--- src/rtl/conv_frame_streamer.sv ---
// Streams a stored feature map in raster order with optional zero padding; first pixel two cycles after Start.
// Pause only withholds new issues; pixels already in flight still reach Data_Out.
module conv_frame_streamer #(
    parameter int DATA_WIDHT = 32,
    parameter int IMG_HEIGHT = 220,
    parameter int IMG_WIDTH  = 220,
    parameter int PAD        = 0,
    parameter int ADDR_WIDTH = 16
) (
    input  logic                  clk,
    input  logic                  rst,
    input  logic                  Start,
    input  logic [ADDR_WIDTH-1:0] Base_Addr,
    input  logic                  Pause,
    output logic                  Mem_Rd_En,
    output logic [ADDR_WIDTH-1:0] Mem_Addr,
    input  logic [DATA_WIDHT-1:0] Mem_Data,
    output logic [DATA_WIDHT-1:0] Data_Out,
    output logic                  Valid_Out,
    output logic                  Busy,
    output logic                  Done
);
    localparam int OH = IMG_HEIGHT + 2 * PAD;
    localparam int OW = IMG_WIDTH + 2 * PAD;
    localparam int RW = $clog2(OH + 1);
    localparam int CW = $clog2(OW + 1);

    localparam logic [RW-1:0] R_LAST = RW'(OH - 1);
    localparam logic [RW-1:0] R_LO   = RW'(PAD);
    localparam logic [RW-1:0] R_IMG  = RW'(IMG_HEIGHT);
    localparam logic [CW-1:0] C_LAST = CW'(OW - 1);
    localparam logic [CW-1:0] C_LO   = CW'(PAD);
    localparam logic [CW-1:0] C_IMG  = CW'(IMG_WIDTH);

    typedef enum logic [1:0] {IDLE, STREAM, FLUSH} state_t;

    state_t                state_q, state_d;
    logic [RW-1:0]         row_q, row_d;
    logic [CW-1:0]         col_q, col_d;
    logic [ADDR_WIDTH-1:0] ptr_q, ptr_d;

    logic                  rd_en_q, pad_q, last_q;
    logic [ADDR_WIDTH-1:0] addr_q;
    logic                  s1_rd_q, s1_pad_q, s1_last_q;
    logic [DATA_WIDHT-1:0] data_q;
    logic                  valid_q, done_q;

    logic                  issue;
    logic                  in_img;
    logic                  at_last;
    logic [RW-1:0]         cur_r;
    logic [CW-1:0]         cur_c;
    logic [ADDR_WIDTH-1:0] cur_p;

    always_comb begin
        state_d = state_q;
        row_d   = row_q;
        col_d   = col_q;
        ptr_d   = ptr_q;
        issue   = 1'b0;
        cur_r   = row_q;
        cur_c   = col_q;
        cur_p   = ptr_q;

        case (state_q)
            IDLE: begin
                // The Start edge itself issues pixel (0,0) from the incoming Base_Addr.
                cur_r = '0;
                cur_c = '0;
                cur_p = Base_Addr;
                issue = Start;
            end
            STREAM: issue = !Pause;
            FLUSH:  if (done_q) state_d = IDLE;
            default: state_d = IDLE;
        endcase

        // Offset compare: positions left of/above the image wrap to a large unsigned value.
        in_img  = ((cur_r - R_LO) < R_IMG) && ((cur_c - C_LO) < C_IMG);
        at_last = (cur_r == R_LAST) && (cur_c == C_LAST);

        if (issue) begin
            ptr_d   = in_img ? cur_p + ADDR_WIDTH'(1) : cur_p;
            state_d = at_last ? FLUSH : STREAM;
            if (cur_c == C_LAST) begin
                col_d = '0;
                row_d = (cur_r == R_LAST) ? '0 : cur_r + RW'(1);
            end else begin
                col_d = cur_c + CW'(1);
                row_d = cur_r;
            end
        end
    end

    always_ff @(posedge clk or negedge rst) begin
        if (!rst) begin
            state_q   <= IDLE;
            row_q     <= '0;
            col_q     <= '0;
            ptr_q     <= '0;
            rd_en_q   <= 1'b0;
            addr_q    <= '0;
            pad_q     <= 1'b0;
            last_q    <= 1'b0;
            s1_rd_q   <= 1'b0;
            s1_pad_q  <= 1'b0;
            s1_last_q <= 1'b0;
            data_q    <= '0;
            valid_q   <= 1'b0;
            done_q    <= 1'b0;
        end else begin
            state_q   <= state_d;
            row_q     <= row_d;
            col_q     <= col_d;
            ptr_q     <= ptr_d;
            rd_en_q   <= issue && in_img;
            pad_q     <= issue && !in_img;
            last_q    <= issue && at_last;
            if (issue && in_img) addr_q <= cur_p;
            // Stage 1 lines up the pad/last tags with the memory's one-cycle read.
            s1_rd_q   <= rd_en_q;
            s1_pad_q  <= pad_q;
            s1_last_q <= last_q;
            valid_q   <= s1_rd_q || s1_pad_q;
            done_q    <= s1_last_q;
            if (s1_rd_q)       data_q <= Mem_Data;
            else if (s1_pad_q) data_q <= '0;
        end
    end

    assign Mem_Rd_En = rd_en_q;
    assign Mem_Addr  = addr_q;
    assign Data_Out  = data_q;
    assign Valid_Out = valid_q;
    assign Done      = done_q;
    assign Busy      = (state_q != IDLE);

endmodule

--- config.mk ---
export PLATFORM = sky130hd
export DESIGN_NAME = conv_frame_streamer
export DESIGN_NICKNAME = d
export VERILOG_FILES = /design/src/rtl/conv_frame_streamer.sv
export SDC_FILE = /design/constraint.sdc
export NUM_CORES = 1
export LEC_CHECK = 0
export BUFFER_PORTS_ARGS = -buffer_cell sky130_fd_sc_hd__buf_2
export CORE_MARGIN = 2
export CORE_UTILIZATION = 45
export DETAILED_ROUTE_END_ITERATION = 12
export PLACE_DENSITY = 0.69
export REMOVE_ABC_BUFFERS = 1
export SYNTH_ARGS = -nofsm -noshare
export SYNTH_HDL_FRONTEND = slang
export SYNTH_SLANG_ARGS = --single-unit
--- constraint.sdc ---
create_clock -name clk -period 3.7 [get_ports clk]
set_input_delay 0.37 -clock clk [delete_from_list [all_inputs] [get_ports clk]]
set_output_delay 0.37 -clock clk [all_outputs]
set_load 0.05 [all_outputs]
==> reports/qor.yml <==
drive_gt1_frac: 0.270
dieArea_mm2: 0.0106
cts_tree: "built"
min_period_ns: 2.52
finalSetupTns_ns: 0
ys_async_sr_fraction: 1.00
p_per_area_mw_per_mm2: 765
ios: 104
r2r_end: "ptr_q[14]"
gr-total-overflow: 0
p_int_mw: 2.13
initial_core_util: 0.459
clock_skew_ns: 0.00747
swShare: 0.468
post_cts_buffers: 0
yosys.area_share.adder: 0.00848
fin_crit_sh: 0.681
dp_hpwl_um: 7350
filler_cell_count: 867
grt_pass1_wl_um: 16700
hold_ws_ns: 0.0863
place_ws_ns: 1.21
p_sw_mw: 1.88
areaGrowthSynthToFinish_pct: 18.3
r2r_start: "state_q[1]"
htree_num_levels: 3
antenna_found_initial: 0
hp-class: "in -> async"
gp_congestion: 0.877
yosysSeqAreaShare: 0.509
cpPeakStageDelay_ns: 0.55
synth_top_family_by_area: "compound AO/OA/AOI/OAI gates"
track_usage: 0.202
cts_root_buf: "clkbuf_8"
vias: 3707
hold_viol_final: 0
power_frac_comb: 0.445
slew_violations: 0
rrSetupSlack_ns: 1.18
critical_path.startpoint: "state_q[1]"
die_w_um: 103
clk_latency_ns: 0.36
clock_path_buffers: 2
sequentialPowerShare: 0.388
post-synth-top-count-cell: "dfrtp_1"
layout_setup_ws_ns: 1.18
path_clk_slew_ns: 0.09
synth_compound_area_frac: 0.231
hold_buffers: 0
final_area_mm2: 0.00524
ctsResizeCount: 0
synth_top_area_cell: "dfrtp_1"
wl_per_cell_um: 15.8
synth-xor-area-share: 0.00791
drt_iter0_drc: 157
syn_avg_cell_area_um2: 10.1
final_antenna_net_count: 0
reg2regPathDepth: 10
vias_per_cell: 5.56
syn-cell-area_mm2: 0.00443
maxCapViolations: 0
critPathMaxFanout: 38
dieHeight_um: 103
synth_warnings: 0
critPathLaunchType: "flop"
critPathCaptureType: "flop"
coreArea_mm2: 0.00964
numCtsBuffers: 9
io_buffers: 103
synthCells: 438
ys_ff_latch: 90
grt_max_degree: 64
clock_sinks: 90
critPathKind: "reg -> reg"
routed_wl_um: 10600
placed_area_mm2: 0.00504
cp_common_cell: "nand2_1"
rows: 36
endpoint: "ptr_q[14]"
path_cells: "nor2_1 > inv_2 > buf_4 > nand2_1 > nand2_1 > ha_1 > nand2_1 > or4_1 > o211a_1 > o22a_1"
synth-edff-count: 0
fmax_mhz: 397
crit_arrival_ns: 2.77
max_slew_margin: 0.184
rsz0062_at_grt: "false"
power_leakage_nw: 2.50
ys_types: 62
power_mw: 4.01
antenna_cells: 0
yosys-top-cells-area: "dfrtp_1, a22o_1, a21oi_1"
outcome: "complete, no violations"
yosys-top-cells-count: "dfrtp_1, nand2_1, nor2_1"
synth_simple_gate_area_frac: 0.164
grt_pass1_vias: 3408
drc: 0
nNetsFinal: 584
worstMarginPinSlew_ns: 1.22
peakVddDrop_v: 0.000365
ys.flop_type: "dfrtp_1"
final-setup-viol-count: 0
critPathRequiredTime_ns: 3.96
crit_path_top_delay_cell: "or4_1"
clkPwrFrac: 0.167
synth_top_area_frac: 0.509
synth.area.mux_share: 0.0424
firstDrtPassIters: 4
metal layers:
| metal | global-route usage | routed length (um) |
|---|---|---|
| met5 | 0 | 0 |
| met1 | 0.277 | 4880 |
| met2 | 0.317 | 4790 |
| met4 | 0.0850 | 170 |
| met3 | 0.0356 | 716 |
registers in the layout (all words and copies together) (netlist names):
| name | count |
|---|---|
| Data_Out | 32 |
| Done | 1 |
| Mem_Addr | 16 |
| Mem_Rd_En | 1 |
| Valid_Out | 1 |
| col_q | 8 |
| last_q | 1 |
| pad_q | 1 |
| ptr_q | 16 |
| row_q | 8 |
| s1_last_q | 1 |
| s1_pad_q | 1 |
| s1_rd_q | 1 |
| state_q | 2 |
through the flow:
stage	util	instances
finish	0.543	667
floorplan	-	407
global placement	0.522	651
global route	0.543	667
CTS	0.543	667
detailed placement	0.522	651
final cells by class:
| cell class | instances | area, um2 | area share |
|---|---|---|---|
| repair buffers | 111 | 578 | 0.110 |
| multi-input cells | 310 | 2010 | 0.384 |
| flip-flops and latches | 90 | 2250 | 0.430 |
| inverters | 7 | 26.3 | 0.00502 |
| clock buffers | 9 | 124 | 0.0237 |
| well taps | 133 | 166 | 0.0318 |
| clock inverters | 7 | 77.6 | 0.0148 |
power groups by stage:
| stage | clock (mW) | sequential, mW | combinational (mW) |
|---|---|---|---|
| 6_report | 0.671 | 1.55 | 1.78 |
| 5_1_grt | 0.748 | 1.60 | 1.92 |
| 4_1_cts | 0.701 | 1.55 | 1.80 |
| 3_5_place_dp | 0 | 1.57 | 1.79 |
| 3_3_place_gp | 0 | 1.56 | 1.77 |
| 2_1_floorplan | 0 | 2.28 | 0.601 |
worst min path at each step:
stage | endpoint | cells past startpoint | slack (ns)
2_1_floorplan | Data_Out[0] | 0 | 0.07
6_report | Data_Out[17] | 1 | 0.09
3_5_place_dp | s1_pad_q | 0 | 0.33
5_1_grt | Data_Out[3] | 1 | 0.16
4_1_cts | ptr_q[4] | 1 | 0.11
3_3_place_gp | s1_last_q | 0 | 0.33
cell usage in the layout, fill, tap and decap left out, types with 3 or more instances in the layout:
master	count
xor2_1	3
buf_4	9
nor2b_1	3
mux2_2	6
o21ai_0	18
a31oi_1	3
o2111a_1	3
nor2_1	34
buf_2	102
and3_1	3
a21oi_1	33
inv_1	6
o31ai_1	4
nand4_1	5
nor4_1	3
o21ai_1	5
nand2_1	43
mux2i_1	12
o22a_1	3
and4_1	3
dfrtp_1	90
ha_1	3
a32o_1	4
nand3_1	10
clkbuf_8	9
a22o_1	34
nor3_1	13
o211a_1	4
a211oi_1	4
o211ai_1	6
and2_1	9
nand2b_1	3
worst max-delay path, delay by kind of cell, from the launching register on:
kind                       cells  cell delay [ns]
DFF                            1             0.36
adders and majority gates      1             0.18
and+or+nand+nor                5             1.11
AOI/OAI and AO/OA              2             0.31
buffers and inverters          2             0.44
cells by family after synthesis:
family	Yosys count
fa+ha+maj	3
compound gates	140
xor+xnor	4
flops	90
buf+inv	38
simple gates	145
mux	18
(Power assumes the default switching activity.)
